===== src/rtl/fmc_i2c_init_sequencer.sv =====
// FMC424 bring-up sequencer: walks a table of I2C register writes, hands each one to the
// byte-level I2C master, retries NACKs/timeouts with a backoff and reports done or error.
module fmc_i2c_init_sequencer #(
    parameter int NUM_ENTRIES = 4,
    parameter int MAX_RETRY   = 3,
    parameter int BACKOFF_CYC = 1000,
    parameter int TIMEOUT_CYC = 200000,
    localparam int IW = (NUM_ENTRIES > 1) ? $clog2(NUM_ENTRIES) : 1
) (
    input  logic          CLK,
    input  logic          reset,
    input  logic          start,
    output logic [IW-1:0] tbl_idx,
    input  logic [22:0]   tbl_entry,
    output logic          cmd_valid,
    input  logic          cmd_ready,
    output logic [6:0]    cmd_addr,
    output logic [7:0]    cmd_reg,
    output logic [7:0]    cmd_data,
    input  logic          rsp_valid,
    input  logic          rsp_nack,
    output logic          busy,
    output logic          done,
    output logic          error,
    output logic [IW-1:0] err_idx,
    output logic          err_timeout,
    output logic [2:0]    state_dbg
);

    localparam int BW = $clog2(BACKOFF_CYC) + 1;
    localparam int TW = $clog2(TIMEOUT_CYC) + 1;
    localparam logic [IW-1:0] LAST_IDX    = IW'(NUM_ENTRIES - 1);
    localparam logic [BW-1:0] BO_LAST     = BW'(BACKOFF_CYC - 1);
    localparam logic [BW-1:0] BO_SAT      = '1;
    localparam logic [TW-1:0] TMO_LAST    = TW'(TIMEOUT_CYC - 1);
    localparam logic [TW-1:0] TMO_SAT     = '1;
    localparam logic [3:0]    RETRY_LIMIT = 4'(MAX_RETRY);

    typedef enum logic [2:0] {
        IDLE     = 3'd0,
        FETCH    = 3'd1,
        ISSUE    = 3'd2,
        WAIT_RSP = 3'd3,
        BACKOFF  = 3'd4,
        DONE     = 3'd5,
        ERROR    = 3'd6
    } state_t;

    state_t        state;
    state_t        state_n;
    logic [3:0]    retry_cnt;
    logic [BW-1:0] bo_cnt;
    logic [TW-1:0] tmo_cnt;
    logic          rsp_ok;
    logic          fail;
    logic          fail_tmo;
    logic          can_retry;
    logic          last_entry;

    // Command handshake: cmd_valid is held with a frozen payload until the cycle where
    // cmd_valid && cmd_ready, which is the single transfer; it drops the cycle after.
    assign cmd_valid  = (state == ISSUE);
    assign state_dbg  = state;

    // Only meaningful in WAIT_RSP; a response in the same cycle as the timeout wins.
    assign rsp_ok     = rsp_valid && !rsp_nack;
    assign fail       = rsp_valid ? rsp_nack : (tmo_cnt == TMO_LAST);
    assign fail_tmo   = !rsp_valid;
    assign can_retry  = (retry_cnt != RETRY_LIMIT);
    assign last_entry = (tbl_idx == LAST_IDX);

    always_ff @(posedge CLK or posedge reset) begin
        if (reset) begin
            state <= IDLE;
        end else begin
            state <= state_n;
        end
    end

    always_comb begin
        state_n = state;
        case (state)
            IDLE, DONE, ERROR: begin
                if (start) state_n = FETCH;
            end
            FETCH: state_n = ISSUE;
            ISSUE: begin
                if (cmd_ready) state_n = WAIT_RSP;
            end
            WAIT_RSP: begin
                if (rsp_ok) begin
                    state_n = last_entry ? DONE : FETCH;
                end else if (fail) begin
                    state_n = can_retry ? BACKOFF : ERROR;
                end
            end
            BACKOFF: begin
                if (bo_cnt == BO_LAST) state_n = ISSUE;
            end
            default: state_n = IDLE;
        endcase
    end

    always_ff @(posedge CLK or posedge reset) begin
        if (reset) begin
            tbl_idx     <= '0;
            cmd_addr    <= '0;
            cmd_reg     <= '0;
            cmd_data    <= '0;
            busy        <= 1'b0;
            done        <= 1'b0;
            error       <= 1'b0;
            err_idx     <= '0;
            err_timeout <= 1'b0;
            retry_cnt   <= '0;
            bo_cnt      <= '0;
            tmo_cnt     <= '0;
        end else begin
            case (state)
                IDLE, DONE, ERROR: begin
                    if (start) begin
                        tbl_idx     <= '0;
                        retry_cnt   <= '0;
                        done        <= 1'b0;
                        error       <= 1'b0;
                        err_timeout <= 1'b0;
                        busy        <= 1'b1;
                    end
                end
                FETCH: begin
                    cmd_addr  <= tbl_entry[22:16];
                    cmd_reg   <= tbl_entry[15:8];
                    cmd_data  <= tbl_entry[7:0];
                    retry_cnt <= '0;
                end
                ISSUE: begin
                    if (cmd_ready) tmo_cnt <= '0;
                end
                WAIT_RSP: begin
                    if (tmo_cnt != TMO_SAT) tmo_cnt <= tmo_cnt + TW'(1);
                    if (rsp_ok) begin
                        if (last_entry) begin
                            done <= 1'b1;
                            busy <= 1'b0;
                        end else begin
                            tbl_idx <= tbl_idx + IW'(1);
                        end
                    end else if (fail) begin
                        if (can_retry) begin
                            retry_cnt <= retry_cnt + 4'd1;
                            bo_cnt    <= '0;
                        end else begin
                            error       <= 1'b1;
                            busy        <= 1'b0;
                            err_idx     <= tbl_idx;
                            err_timeout <= fail_tmo;
                        end
                    end
                end
                BACKOFF: begin
                    // Payload registers are left alone so the retry resends the same write.
                    if (bo_cnt != BO_SAT) bo_cnt <= bo_cnt + BW'(1);
                end
                default: ;
            endcase
        end
    end

endmodule


===== config.mk =====
export PLATFORM = sky130hd
export DESIGN_NAME = fmc_i2c_init_sequencer
export DESIGN_NICKNAME = d
export VERILOG_FILES = /design/src/rtl/fmc_i2c_init_sequencer.sv
export SDC_FILE = /design/constraint.sdc
export NUM_CORES = 1
export LEC_CHECK = 0
export ABC_AREA = 1
export CAP_MARGIN = 20
export CORE_AREA = 2 2 100 102
export CTS_CLUSTER_DIAMETER = 120
export DETAILED_ROUTE_END_ITERATION = 10
export DIE_AREA = 0 0 102 104
export SYNTH_ARGS = -nofsm -noshare
export SYNTH_HDL_FRONTEND = slang
export SYNTH_SLANG_ARGS = --single-unit

===== constraint.sdc =====
create_clock -name CLK -period 1.95 [get_ports CLK]
set_input_delay 0.39 -clock CLK [delete_from_list [all_inputs] [get_ports CLK]]
set_output_delay 0.39 -clock CLK [all_outputs]
set_load 0.1 [all_outputs]

==> metrics.txt, run 1 <==
# TYPE chip_impl_metric gauge
chip_impl_info{name="run_status",value="completed"} 1
chip_impl_metric{name="synth-warning-count",unit=""} 0
chip_impl_metric{name="sum_of_internal_switching_and_leakage_power",unit="uW"} 8890
chip_impl_metric{name="flip_flop_count_of_the_largest_register_all_copies_and_words_added",unit=""} 19
chip_impl_info{name="largest-register",value="tmo_cnt"} 1
chip_impl_metric{name="synth_nets",unit=""} 533
chip_impl_metric{name="ff2ff_path_depth",unit=""} 10
chip_impl_metric{name="setup_viol",unit=""} 0
chip_impl_metric{name="synth_enable_flop_cells",unit=""} 0
chip_impl_metric{name="net-switching-power",unit="uW"} 4790
chip_impl_metric{name="post-dp-hpwl",unit="um"} 6290
chip_impl_metric{name="min_period",unit="ns"} 1.78
chip_impl_metric{name="post_drt_wl_per_cell",unit="um"} 12.1
chip_impl_info{name="crit_slowest_cell",value="sky130_fd_sc_hd__dfrtp_4"} 1
chip_impl_metric{name="layout-drive-gt1-share",unit="%"} 16.2
chip_impl_metric{name="yosysTopAreaCellShare",unit="%"} 46.1
chip_impl_metric{name="ys_seq_area_share",unit="%"} 46.1
chip_impl_metric{name="number_of_standard_cells_after_synthesis",unit=""} 500
chip_impl_metric{name="switching_share",unit="%"} 53.9
chip_impl_metric{name="maxCapViolCount",unit=""} 0
chip_impl_metric{name="yosysUniqueCellTypes",unit=""} 35
chip_impl_metric{name="core-area",unit="um2"} 9550
chip_impl_metric{name="antenna_found_initial",unit=""} 0
chip_impl_info{name="rr_endpoint",value="tmo_cnt[2]"} 1
chip_impl_info{name="timing.critical_path.cells",value="inv_2 -> nand2_2 -> nor2_4 -> buf_12"} 1
chip_impl_metric{name="grt.overflow.total",unit=""} 0
chip_impl_metric{name="portBuffers",unit=""} 63
chip_impl_metric{name="die_height",unit="um"} 104
chip_impl_metric{name="peakVddDrop",unit="uV"} 1550
chip_impl_metric{name="timing_hold_violations_final",unit=""} 0
chip_impl_metric{name="power.density",unit="nW/um2"} 1840
chip_impl_metric{name="antenna_cells_inserted",unit=""} 0
chip_impl_info{name="biggestRegsByFlops",value="tmo_cnt (19), bo_cnt (11)"} 1
chip_impl_metric{name="cts_max_level",unit=""} 3
chip_impl_metric{name="slew_violations",unit=""} 0
chip_impl_metric{name="synth_area_per_cell",unit="um2"} 7.39
chip_impl_metric{name="clkLatencyLatePin",unit="ns"} 0.35
chip_impl_info{name="synthFlopType",value="sky130_fd_sc_hd__dfrtp_1"} 1
chip_impl_info{name="crit_family",value="flip-flops"} 1
chip_impl_metric{name="yosys-mux-area-fraction",unit="%"} 0
chip_impl_metric{name="p_clk_share",unit="%"} 15.7
chip_impl_metric{name="reg2reg_setup_slack",unit="ns"} 0.22
chip_impl_info{name="cts_root_buffer",value="sky130_fd_sc_hd__clkbuf_8"} 1
chip_impl_metric{name="worst_slew_margin_rel",unit="%"} 61.3
chip_impl_metric{name="p_leak",unit="uW"} 0.00238
chip_impl_info{name="tritoncts",value="built"} 1
chip_impl_metric{name="cts.reportedPaths.clkPinSlew",unit="ns"} 0.07
chip_impl_info{name="most_used_cells_in_the_layout_excluding_fill_and_tap_cells",value="201 x sky130_fd_sc_hd__nand2_1, 65 x sky130_fd_sc_hd__dfrtp_1, 52 x sky130_fd_sc_hd__nor2_1"} 1
chip_impl_metric{name="cts_buffers",unit=""} 9
chip_impl_metric{name="critical_path_peak_fanout",unit=""} 4
chip_impl_metric{name="numClockSinks",unit=""} 68
chip_impl_metric{name="tightest_slew",unit="ns"} 0.580
chip_impl_metric{name="drt_pass1_iterations",unit=""} 5
chip_impl_metric{name="dr.first_iter.drc_count",unit=""} 227
chip_impl_metric{name="critical_path_required",unit="ns"} 1.56
chip_impl_metric{name="area_growth_syn_to_layout",unit="%"} 31.0
chip_impl_metric{name="initial_standard_cell_utilization_of_the_core",unit="%"} 38.7
chip_impl_metric{name="finalWeightedCongestion",unit=""} 0.830
chip_impl_metric{name="postCtsResizedCells",unit=""} 0
chip_impl_metric{name="cts_max_path_buffers",unit=""} 2
chip_impl_metric{name="critPathArrivalTime",unit="ns"} 1.39
chip_impl_metric{name="vias",unit=""} 3385
chip_impl_info{name="crit-reg2reg-launch",value="tmo_cnt[1]"} 1
chip_impl_metric{name="grt_use_total",unit="%"} 17.6
chip_impl_metric{name="chip_width",unit="um"} 102
chip_impl_metric{name="number_of_stages_on_the_worst_setup_path",unit=""} 4
chip_impl_info{name="synth_top_family_by_area",value="simple AND/OR/NAND/NOR gates"} 1
chip_impl_metric{name="clock-skew-final",unit="ns"} 0.00713
chip_impl_metric{name="syn-cell-area",unit="um2"} 3690
chip_impl_metric{name="vias_per_cell",unit=""} 4.69
chip_impl_metric{name="drt-total-wl",unit="um"} 8700
chip_impl_info{name="most_common_cell_after_layout_fill_and_taps_aside",value="sky130_fd_sc_hd__nand2_1"} 1
chip_impl_metric{name="finalNetCount",unit=""} 616
chip_impl_metric{name="vias_in_the_first_global_route",unit=""} 3249
chip_impl_metric{name="synth-xor-area-share",unit="%"} 3.32
chip_impl_metric{name="global_route_wire_length_before_repair",unit="um"} 15000
chip_impl_metric{name="synth_adder_area_share",unit="%"} 1.36
chip_impl_metric{name="comb_power_share",unit="%"} 58.5
chip_impl_info{name="startpoint_type",value="flop"} 1
chip_impl_metric{name="drt_drc_violations_left",unit=""} 0
chip_impl_metric{name="yosys.area_share.simple",unit="%"} 36.8
chip_impl_metric{name="num_rows",unit=""} 36
chip_impl_metric{name="io-pin-count",unit=""} 64
chip_impl_metric{name="cp.buffers_inverters",unit=""} 2
chip_impl_info{name="criticalPathCategory",value="flop to output port"} 1
chip_impl_info{name="grt_setup_unrepaired",value="false"} 1
chip_impl_metric{name="fin_tns_setup",unit="ns"} 0
chip_impl_metric{name="ys_seq_elements",unit=""} 68
chip_impl_metric{name="grt_max_degree",unit=""} 69
chip_impl_metric{name="post-cts-setup-buffers",unit=""} 0
chip_impl_metric{name="asyncSetResetFlopFracSynth",unit="%"} 100
chip_impl_info{name="post-synth-top-area-cell",value="sky130_fd_sc_hd__dfrtp_1"} 1
chip_impl_info{name="critPathCaptureType",value="output port"} 1
chip_impl_info{name="hp-class",value="input pin to async pin"} 1
chip_impl_metric{name="cellInternalPower",unit="uW"} 4100
chip_impl_metric{name="critical-path-max-stage-delay",unit="ns"} 0.52
chip_impl_metric{name="die_area",unit="um2"} 10600
chip_impl_info{name="synth.area.top_cells",value="sky130_fd_sc_hd__dfrtp_1 46%, sky130_fd_sc_hd__nand2_1 21%, sky130_fd_sc_hd__nor2_1 5.4%"} 1
chip_impl_metric{name="p_seq_share",unit="%"} 25.8
chip_impl_metric{name="synth_compound_gate_area_share",unit="%"} 6.06
chip_impl_metric{name="drtAntennaViolNets",unit=""} 0
chip_impl_metric{name="cts_hold_buf",unit=""} 0
chip_impl_metric{name="period_share",unit="%"} 91.1
chip_impl_metric{name="maxClockFrequency",unit="MHz"} 563
[power groups by stage]
stage	clock network, uW	registers, uW	logic (uW)
2_1_floorplan	0	4410	1680
6_report	1390	2300	5200
5_1_grt	1490	2360	5590
3_3_place_gp	0	2300	5180
4_1_cts	1440	2290	5240
3_5_place_dp	0	2290	5250
[Yosys cell counts (3+ instances only)]
cell type and instances:
sky130_fd_sc_hd__clkbuf_1 4, sky130_fd_sc_hd__ha_1 4, sky130_fd_sc_hd__nand4_1 16, sky130_fd_sc_hd__xor2_1 8, sky130_fd_sc_hd__o22ai_2 3, sky130_fd_sc_hd__buf_2 3, sky130_fd_sc_hd__nor3_1 7, sky130_fd_sc_hd__o21ai_0 19
sky130_fd_sc_hd__nand2_1 202, sky130_fd_sc_hd__nor2_1 53, sky130_fd_sc_hd__inv_1 44, sky130_fd_sc_hd__dfrtp_1 68, sky130_fd_sc_hd__nand3_1 31, sky130_fd_sc_hd__a21oi_1 5, sky130_fd_sc_hd__xnor2_1 6
[per-layer routing]
metal	part of all wire (%)	GRT usage, %	up-vias
met3	5.8	4.57	9
met4	1.4	6.67	0
li1	-	-	1747
met5	0	0	-
met1	50	24.9	1544
met2	43	25.8	85
[cells by family after synthesis]
family | count (synthesis)
buffers and inverters | 57
AO/OA/AOI/OAI | 35
XOR/XNOR | 14
AND/OR/NAND/NOR | 322
flip-flops | 68
adder cells (fa/ha/maj) | 4
[per-stage QoR]
stage,setup WS [ns],util (%),std cells,instance area (um2),hold WS (ns)
detailed placement,0.0130,48.2,705,4600,0.463
CTS,0.147,50.7,721,4840,0.481
floorplan,0.00449,-,500,3720,0.464
global placement,0.0890,48.2,705,4600,0.465
finish,0.173,50.7,721,4840,0.480
global route,0.0330,50.7,721,4840,0.502
[how the worst max path moves through the flow]
stage	start	to	slack, ns
6_report	state_dbg[2]	cmd_valid	0.17
5_1_grt	retry_cnt[0]	err_idx[1]	0.03
4_1_cts	state_dbg[2]	cmd_valid	0.15
3_5_place_dp	rsp_valid	tbl_idx[0]	0.01
3_3_place_gp	rsp_valid	tbl_idx[1]	0.09
2_1_floorplan	state_dbg[2]	state_dbg[0]	0.004
[final cells by class]
| type | count | area, um2 |
|---|---|---|
| fill | 963 | 4710 |
| multi-input combinational | 375 | 1770 |
| sequential | 68 | 1710 |
| timing repair buffer | 83 | 781 |
| inverter | 46 | 176 |
| tap | 133 | 166 |
| clock buffer | 10 | 128 |
| clock inverter | 6 | 113 |
[worst reg2reg max path, delay by kind of cell, from the launching register on]
kind / cells / cell delay, ns
adders and majority gates: 1 / 0.21
and+or+nand+nor: 6 / 0.62
AOI/OAI and AO/OA: 1 / 0.07
DFF: 1 / 0.40
buffers and inverters: 2 / 0.36
Power figures use the tool's default switching activity.
==> run 2, diff against run 1 <==
- ABC_AREA: 1 -> default
- CAP_MARGIN: 20 -> default
- CORE_AREA: 2 2 100 102 -> 2 2 98 100
- DIE_AREA: 0 0 102 104 -> 0 0 100 102
- PLACE_DENSITY: default -> 0.65
==> metrics.txt, run 2 <==
# TYPE chip_impl_metric gauge
chip_impl_metric{name="grt_max_degree",unit=""} 38
chip_impl_metric{name="drt_pass1_iterations",unit=""} 4
chip_impl_metric{name="drtAntennaViolNets",unit=""} 0
chip_impl_metric{name="global_route_wire_length_before_repair",unit="um"} 14700
chip_impl_metric{name="grt_use_total",unit="%"} 18.2
chip_impl_metric{name="critical_path_peak_fanout",unit=""} 5
chip_impl_metric{name="antenna_found_initial",unit=""} 0
chip_impl_metric{name="num_rows",unit=""} 35
chip_impl_metric{name="slew_violations",unit=""} 0
chip_impl_metric{name="vias_per_cell",unit=""} 5.30
chip_impl_metric{name="yosysTopAreaCellShare",unit="%"} 47.3
chip_impl_info{name="synth.most_common_cell",value="sky130_fd_sc_hd__dfrtp_1"} 1
chip_impl_info{name="tritoncts",value="built"} 1
chip_impl_info{name="run_status",value="finished, violations left"} 1
chip_impl_metric{name="placed_cell_area",unit="um2"} 4840
chip_impl_metric{name="critical_path_required",unit="ns"} 2.18
chip_impl_metric{name="initial_standard_cell_utilization_of_the_core",unit="%"} 39.5
chip_impl_metric{name="maxClockFrequency",unit="MHz"} 490
chip_impl_metric{name="die_area",unit="um2"} 10200
chip_impl_metric{name="cts.reportedPaths.clkPinSlew",unit="ns"} 0.08
chip_impl_info{name="synthFlopType",value="sky130_fd_sc_hd__dfrtp_1"} 1
chip_impl_metric{name="post-route-worst-setup-slack",unit="ns"} -0.0900
chip_impl_metric{name="dr.first_iter.drc_count",unit=""} 122
chip_impl_info{name="startpoint_type",value="flop"} 1
chip_impl_metric{name="die_height",unit="um"} 102
chip_impl_info{name="worst_setup_sp",value="tmo_cnt[9]"} 1
chip_impl_metric{name="finished_cell_area",unit="um2"} 5290
chip_impl_metric{name="timing_hold_violations_final",unit=""} 0
chip_impl_metric{name="critPathArrivalTime",unit="ns"} 2.27
chip_impl_metric{name="syn-cell-area",unit="um2"} 3600
chip_impl_metric{name="yosys.area_share.simple",unit="%"} 21.7
chip_impl_info{name="most_used_cells_in_the_layout_excluding_fill_and_tap_cells",value="95 x sky130_fd_sc_hd__buf_4, 62 x sky130_fd_sc_hd__dfrtp_1, 28 x sky130_fd_sc_hd__clkdlybuf4s50_1"} 1
chip_impl_info{name="largest-register",value="tmo_cnt"} 1
chip_impl_metric{name="drt_drc_violations_left",unit=""} 0
chip_impl_info{name="rr_endpoint",value="bo_cnt[1]"} 1
chip_impl_metric{name="numClockSinks",unit=""} 68
chip_impl_metric{name="period_share",unit="%"} 105
chip_impl_info{name="synth.area.top_cells",value="sky130_fd_sc_hd__dfrtp_1 47%, sky130_fd_sc_hd__mux2_2 7.8%, sky130_fd_sc_hd__xnor2_1 3.2%"} 1
chip_impl_metric{name="ys_seq_elements",unit=""} 68
chip_impl_metric{name="antenna_cells_inserted",unit=""} 0
chip_impl_metric{name="maxCapViolCount",unit=""} 0
chip_impl_info{name="hp-class",value="input pin to async pin"} 1
chip_impl_metric{name="cts_max_level",unit=""} 3
chip_impl_metric{name="worst_slew_margin_rel",unit="%"} 69.3
chip_impl_metric{name="asyncSetResetFlopFracSynth",unit="%"} 100
chip_impl_metric{name="layout-drive-gt1-share",unit="%"} 40.6
chip_impl_info{name="critPathCaptureType",value="flop"} 1
chip_impl_metric{name="synth_enable_flop_cells",unit=""} 0
chip_impl_metric{name="synth-warning-count",unit=""} 0
chip_impl_metric{name="chip_width",unit="um"} 100
chip_impl_metric{name="synth_area_per_cell",unit="um2"} 10.6
chip_impl_info{name="post-synth-top-area-cell",value="sky130_fd_sc_hd__dfrtp_1"} 1
chip_impl_metric{name="synth_compound_gate_area_share",unit="%"} 13.1
chip_impl_info{name="crit-reg2reg-launch",value="tmo_cnt[9]"} 1
chip_impl_metric{name="io-pin-count",unit=""} 64
chip_impl_metric{name="area_growth_syn_to_layout",unit="%"} 47.0
chip_impl_metric{name="p_leak",unit="uW"} 0.00231
chip_impl_metric{name="core-area",unit="um2"} 9110
chip_impl_metric{name="cts_buffers",unit=""} 9
chip_impl_info{name="criticalPathCategory",value="flop to flop"} 1
chip_impl_info{name="synth_top_family_by_area",value="simple AND/OR/NAND/NOR gates"} 1
chip_impl_metric{name="ff2ff_path_depth",unit=""} 5
chip_impl_metric{name="clkLatencyLatePin",unit="ns"} 0.34
chip_impl_info{name="busiest_layer",value="met2"} 1
chip_impl_metric{name="clock-skew-final",unit="ns"} 0.0106
chip_impl_metric{name="tightest_slew",unit="ns"} 0.459
chip_impl_metric{name="reg2reg_setup_slack",unit="ns"} -0.09
chip_impl_metric{name="cts_max_path_buffers",unit=""} 2
chip_impl_metric{name="gr-usage-met1",unit="%"} 22.6
chip_impl_metric{name="peakVddDrop",unit="uV"} 1050
chip_impl_metric{name="post-dp-hpwl",unit="um"} 6700
chip_impl_metric{name="groute.layer.met2.usage",unit="%"} 32.3
chip_impl_metric{name="number_of_standard_cells_after_synthesis",unit=""} 339
chip_impl_metric{name="drt-total-wl",unit="um"} 8920
chip_impl_metric{name="portBuffers",unit=""} 63
chip_impl_metric{name="setup_viol",unit=""} 14
chip_impl_metric{name="grt_util_met3",unit="%"} 3.90
chip_impl_metric{name="vias_in_the_first_global_route",unit=""} 3090
chip_impl_info{name="cts_root_buffer",value="sky130_fd_sc_hd__clkbuf_8"} 1
chip_impl_metric{name="synth_adder_area_share",unit="%"} 1.39
chip_impl_metric{name="synth-xor-area-share",unit="%"} 3.17
chip_impl_metric{name="yosys-mux-area-fraction",unit="%"} 9.50
chip_impl_metric{name="post_drt_wl_per_cell",unit="um"} 15.2
chip_impl_metric{name="ys_seq_area_share",unit="%"} 47.3
chip_impl_metric{name="sum_of_internal_switching_and_leakage_power",unit="uW"} 8260
chip_impl_metric{name="grt.overflow.total",unit=""} 0
chip_impl_metric{name="vias",unit=""} 3106
chip_impl_info{name="most_common_cell_after_layout_fill_and_taps_aside",value="sky130_fd_sc_hd__buf_4"} 1
chip_impl_info{name="violations_in_the_final_reports",value="setup timing"} 1
chip_impl_info{name="biggestRegsByFlops",value="tmo_cnt (19), bo_cnt (11)"} 1
chip_impl_metric{name="finalWeightedCongestion",unit=""} 0.863
chip_impl_metric{name="synth_nets",unit=""} 372
chip_impl_info{name="grt_setup_unrepaired",value="true"} 1
chip_impl_metric{name="finalNetCount",unit=""} 503
chip_impl_metric{name="power.density",unit="nW/um2"} 1560
chip_impl_metric{name="yosysUniqueCellTypes",unit=""} 63
chip_impl_metric{name="flip_flop_count_of_the_largest_register_all_copies_and_words_added",unit=""} 19
chip_impl_metric{name="min_period",unit="ns"} 2.04
chip_impl_info{name="yosys-top-cells-count",value="68 x sky130_fd_sc_hd__dfrtp_1, 25 x sky130_fd_sc_hd__mux2_2, 24 x sky130_fd_sc_hd__nand2_1"} 1
chip_impl_metric{name="fin_tns_setup",unit="ns"} -0.548
chip_impl_metric{name="holdWs",unit="ns"} 0.365
[run 2: final cells by class]
| type | count | area (um2) |
|---|---|---|
| clock buffers | 10 | 128 |
| clock inverters | 6 | 113 |
| fillers | 805 | 3820 |
| inverters | 18 | 71.3 |
| multi-input cells | 238 | 1930 |
| flip-flops and latches | 68 | 1710 |
| well taps | 111 | 139 |
| repair buffers | 135 | 1200 |
[run 2: through the flow]
stage | setup WS, ns | std cells | util [%]
2_1_floorplan | -0.614 | 339 | -
3_3_place_gp | -0.202 | 562 | 53.1
3_5_place_dp | -0.249 | 562 | 53.1
4_1_cts | -0.0693 | 582 | 56.6
5_1_grt | -0.160 | 586 | 58.0
6_report | -0.0900 | 586 | 58.0
[run 2: kinds of logic after synthesis]
| group | count (synthesis) |
|---|---|
| fa+ha+maj | 4 |
| xor+xnor | 13 |
| compound gates | 60 |
| flops | 68 |
| simple gates | 130 |
| buf+inv | 33 |
| mux | 31 |
[run 2: how the worst max path moves through the flow]
stage                  endpoint  cells past startpoint  slack (ns)
floorplan           tmo_cnt[11]                      6       -0.61
global placement     tmo_cnt[9]                      7       -0.20
detailed placement   tmo_cnt[7]                      8       -0.25
CTS                   bo_cnt[6]                      7       -0.07
global route          bo_cnt[1]                      5       -0.16
finish                bo_cnt[1]                      5       -0.09
[run 2: repair_timing]
| item | in CTS | in global routing |
|---|---|---|
| buffers inserted | 4 | 6 |
| cloned | 0 | 0 |
| hold buffers | 0 | 0 |
| gates resized for setup | 9 | 25 |
| setup endpoints to repair | 16 | 26 |
| pin swaps | 6 | 13 |
[run 2: per-layer routing]
metal  wire, um  part of all wire, %
met1       3890                   44
met2       4690                   53
met3        223                  2.5
met4        114                  1.3
met5          0                    0
[run 2: worst max-delay path: stages (launching register included)]
cell,delay [ns]
sky130_fd_sc_hd__dfrtp_1,0.41
sky130_fd_sc_hd__nor4_4,0.34
sky130_fd_sc_hd__nand4b_1,0.17
sky130_fd_sc_hd__o31a_1,0.36
sky130_fd_sc_hd__or3_4,0.42
sky130_fd_sc_hd__a31o_1,0.21
[run 2: power by group]
part | leakage (uW) | internal [uW] | switching, uW
Sequential | 0.000871 | 1800 | 278
Clock | 0.000120 | 853 | 564
Combinational | 0.00132 | 1490 | 3280
Total | 0.00231 | 4140 | 4120
==> run 3, diff against run 2 <==
==> constraint.sdc (replaced) <==
create_clock -name CLK -period 1.95 [get_ports CLK]
set_input_delay 0.195 -clock CLK [delete_from_list [all_inputs] [get_ports CLK]]
set_output_delay 0.195 -clock CLK [all_outputs]
set_load 0.1 [all_outputs]
==> metrics.txt, run 3 (synthesis gave the netlist of run 2 again) <==
# TYPE chip_impl_metric gauge
chip_impl_metric{name="gr-usage-met1",unit="%"} 22.5
chip_impl_metric{name="numClockSinks",unit=""} 68
chip_impl_metric{name="post-route-worst-setup-slack",unit="ns"} -0.0973
chip_impl_metric{name="cts_hold_buf",unit=""} 0
chip_impl_metric{name="groute.layer.met2.usage",unit="%"} 31.4
chip_impl_metric{name="timing_hold_violations_final",unit=""} 0
chip_impl_info{name="grt_setup_unrepaired",value="true"} 1
chip_impl_info{name="endpoint",value="bo_cnt[9]"} 1
chip_impl_metric{name="antenna_found_initial",unit=""} 0
chip_impl_info{name="most_common_cell_after_layout_fill_and_taps_aside",value="sky130_fd_sc_hd__buf_4"} 1
chip_impl_metric{name="global_route_wire_length_before_repair",unit="um"} 14400
chip_impl_metric{name="p_leak",unit="uW"} 0.00224
chip_impl_metric{name="initial_standard_cell_utilization_of_the_core",unit="%"} 39.5
chip_impl_metric{name="critPathArrivalTime",unit="ns"} 2.27
chip_impl_metric{name="vias_per_cell",unit=""} 5.37
chip_impl_metric{name="grt_max_degree",unit=""} 69
chip_impl_metric{name="io-pin-count",unit=""} 64
chip_impl_metric{name="clkLatencyLatePin",unit="ns"} 0.35
chip_impl_info{name="largest-register",value="tmo_cnt"} 1
chip_impl_metric{name="fin_tns_setup",unit="ns"} -0.759
chip_impl_metric{name="core-area",unit="um2"} 9110
chip_impl_metric{name="p_seq_share",unit="%"} 25.8
chip_impl_info{name="hp-class",value="input pin to async pin"} 1
chip_impl_info{name="most_used_cells_in_the_layout_excluding_fill_and_tap_cells",value="86 x sky130_fd_sc_hd__buf_4, 64 x sky130_fd_sc_hd__dfrtp_1, 28 x sky130_fd_sc_hd__clkdlybuf4s50_1"} 1
chip_impl_metric{name="die_height",unit="um"} 102
chip_impl_metric{name="reg2reg_setup_slack",unit="ns"} -0.1
chip_impl_metric{name="cts_max_level",unit=""} 3
chip_impl_metric{name="layout-drive-gt1-share",unit="%"} 37.7
chip_impl_metric{name="peakVddDrop",unit="uV"} 1370
chip_impl_metric{name="regArea",unit="um2"} 1710
chip_impl_metric{name="portBuffers",unit=""} 63
chip_impl_info{name="cts_root_buffer",value="sky130_fd_sc_hd__clkbuf_8"} 1
chip_impl_metric{name="placement_setup_slack",unit="ns"} -0.0917
chip_impl_metric{name="cp.buffers_inverters",unit=""} 0
chip_impl_metric{name="finalWeightedCongestion",unit=""} 0.851
chip_impl_info{name="crit-reg2reg-launch",value="tmo_cnt[9]"} 1
chip_impl_metric{name="critical_path_required",unit="ns"} 2.17
chip_impl_metric{name="switching_share",unit="%"} 50.1
chip_impl_metric{name="worst_slew_margin_rel",unit="%"} 70.4
chip_impl_metric{name="ff2ff_path_depth",unit=""} 5
chip_impl_metric{name="critical-path-max-stage-delay",unit="ns"} 0.41
chip_impl_metric{name="area_growth_syn_to_layout",unit="%"} 42.3
chip_impl_metric{name="post-dp-hpwl",unit="um"} 6350
chip_impl_metric{name="dr.first_iter.drc_count",unit=""} 171
chip_impl_metric{name="vias",unit=""} 3071
chip_impl_info{name="startpoint_type",value="flop"} 1
chip_impl_metric{name="cellInternalPower",unit="uW"} 4070
chip_impl_info{name="crit_family",value="simple AND/OR/NAND/NOR gates"} 1
chip_impl_metric{name="drt-total-wl",unit="um"} 8930
chip_impl_metric{name="comb_power_share",unit="%"} 56.4
chip_impl_info{name="run_status",value="finished, violations left"} 1
chip_impl_info{name="rr_endpoint",value="bo_cnt[9]"} 1
chip_impl_metric{name="cts_max_path_buffers",unit=""} 2
chip_impl_metric{name="multiInputGateArea",unit="um2"} 1910
chip_impl_info{name="timing.critical_path.cells",value="nor4_2 -> nand4b_1 -> o31a_1 -> or3_4 -> a31o_1"} 1
chip_impl_metric{name="setup_viol",unit=""} 13
chip_impl_metric{name="cts_buffers",unit=""} 9
chip_impl_metric{name="period_share",unit="%"} 105
chip_impl_metric{name="antenna_cells_inserted",unit=""} 0
chip_impl_metric{name="flip_flop_count_of_the_largest_register_all_copies_and_words_added",unit=""} 19
chip_impl_info{name="criticalPathCategory",value="flop to flop"} 1
chip_impl_info{name="worst_setup_sp",value="tmo_cnt[9]"} 1
chip_impl_info{name="crit_slowest_cell",value="sky130_fd_sc_hd__or3_4"} 1
chip_impl_metric{name="finalNetCount",unit=""} 489
chip_impl_metric{name="min_period",unit="ns"} 2.05
chip_impl_metric{name="slew_violations",unit=""} 0
chip_impl_metric{name="power.density",unit="nW/um2"} 1590
chip_impl_metric{name="p_clk_share",unit="%"} 17.9
chip_impl_metric{name="grt_use_total",unit="%"} 17.8
chip_impl_metric{name="maxClockFrequency",unit="MHz"} 488
chip_impl_metric{name="fillers",unit=""} 807
chip_impl_metric{name="critical_path_peak_fanout",unit=""} 5
chip_impl_info{name="violations_in_the_final_reports",value="setup timing"} 1
chip_impl_metric{name="tightest_slew",unit="ns"} 0.443
chip_impl_metric{name="sum_of_internal_switching_and_leakage_power",unit="uW"} 8140
chip_impl_metric{name="clock-skew-final",unit="ns"} 0.0222
chip_impl_metric{name="chip_width",unit="um"} 100
chip_impl_metric{name="grt.overflow.total",unit=""} 0
chip_impl_metric{name="maxCapViolCount",unit=""} 0
chip_impl_metric{name="die_area",unit="um2"} 10200
chip_impl_info{name="critPathCaptureType",value="flop"} 1
chip_impl_metric{name="vias_in_the_first_global_route",unit=""} 3051
chip_impl_info{name="tritoncts",value="built"} 1
chip_impl_metric{name="post_drt_wl_per_cell",unit="um"} 15.6
chip_impl_info{name="busiest_layer",value="met2"} 1
chip_impl_metric{name="drtAntennaViolNets",unit=""} 0
chip_impl_metric{name="grt_util_met3",unit="%"} 2.53
chip_impl_info{name="biggestRegsByFlops",value="tmo_cnt (19), bo_cnt (11)"} 1
chip_impl_metric{name="cts.reportedPaths.clkPinSlew",unit="ns"} 0.09
chip_impl_metric{name="number_of_stages_on_the_worst_setup_path",unit=""} 5
chip_impl_metric{name="net-switching-power",unit="uW"} 4080
chip_impl_metric{name="num_rows",unit=""} 35
chip_impl_metric{name="drt_pass1_iterations",unit=""} 4
chip_impl_metric{name="drt_drc_violations_left",unit=""} 0
## run 3: changes by cell type in the layout (fill, tap and decap cells not counted), sizes merged
cell / delta
clkinv: -2
buf: -14
clkinvlp: -1
clkbuf: +1
inv: +2
## run 3: layout make-up
type,count,area share (%)
Multi-Input combinational cell,238,37.3
Sequential cell,68,33.3
Timing Repair Buffer,121,20.5
Clock inverter,5,2.10
Tap cell,111,2.71
Inverter,18,1.32
Clock buffer,11,2.76
## run 3: timing repair
| action | 4_1_cts | 5_1_grt |
|---|---|---|
| resized for setup | 4 | 22 |
| cloned | 0 | 0 |
| buffers inserted | 2 | 5 |
| endpoints found under the hold margin | 0 | 0 |
| setup endpoints to repair | 14 | 24 |
| pin swaps | 5 | 10 |
## run 3: worst min-delay path by stage
stage                        startpoint  slack, ns     endpoint  cells past startpoint
after floorplan           tbl_entry[16]       0.35  cmd_addr[0]                      1
after detailed placement          error       0.47        error                      1
final                             reset       0.23  cmd_data[2]                      3
after global routing              reset       0.28  tmo_cnt[14]                      3
after CTS                         reset       0.25  tmo_cnt[14]                      3
after global placement            error       0.48        error                      1
## run 3: routing by layer
| metal | wire, um | up-vias |
|---|---|---|
| met5 | 0 | - |
| met4 | 143 | 0 |
| met3 | 304 | 13 |
| met2 | 4660 | 73 |
| met1 | 3820 | 1504 |
| li1 | - | 1481 |
## run 3: per-stage QoR
step,cells,hold slack [ns],cell area [um2],util [%]
floorplan,339,0.347,3660,-
global placement,549,0.479,4700,51.6
detailed placement,549,0.467,4700,51.6
CTS,567,0.254,4990,54.8
global route,572,0.278,5120,56.2
finish,572,0.232,5120,56.2
## run 3: power groups by stage
stage	Clock [uW]	Sequential, uW	Combinational, uW
after floorplan	0	4150	1350
after global placement	0	2100	4520
after detailed placement	0	2110	4570
after CTS	1480	2100	4570
after global routing	1550	2160	4800
final	1460	2100	4590
## run 3: worst min-delay path, cell delays in order
cell and delay [ns]:
sky130_fd_sc_hd__clkdlybuf4s50_1 0.41, sky130_fd_sc_hd__inv_2 0.07, sky130_fd_sc_hd__buf_12 0.29
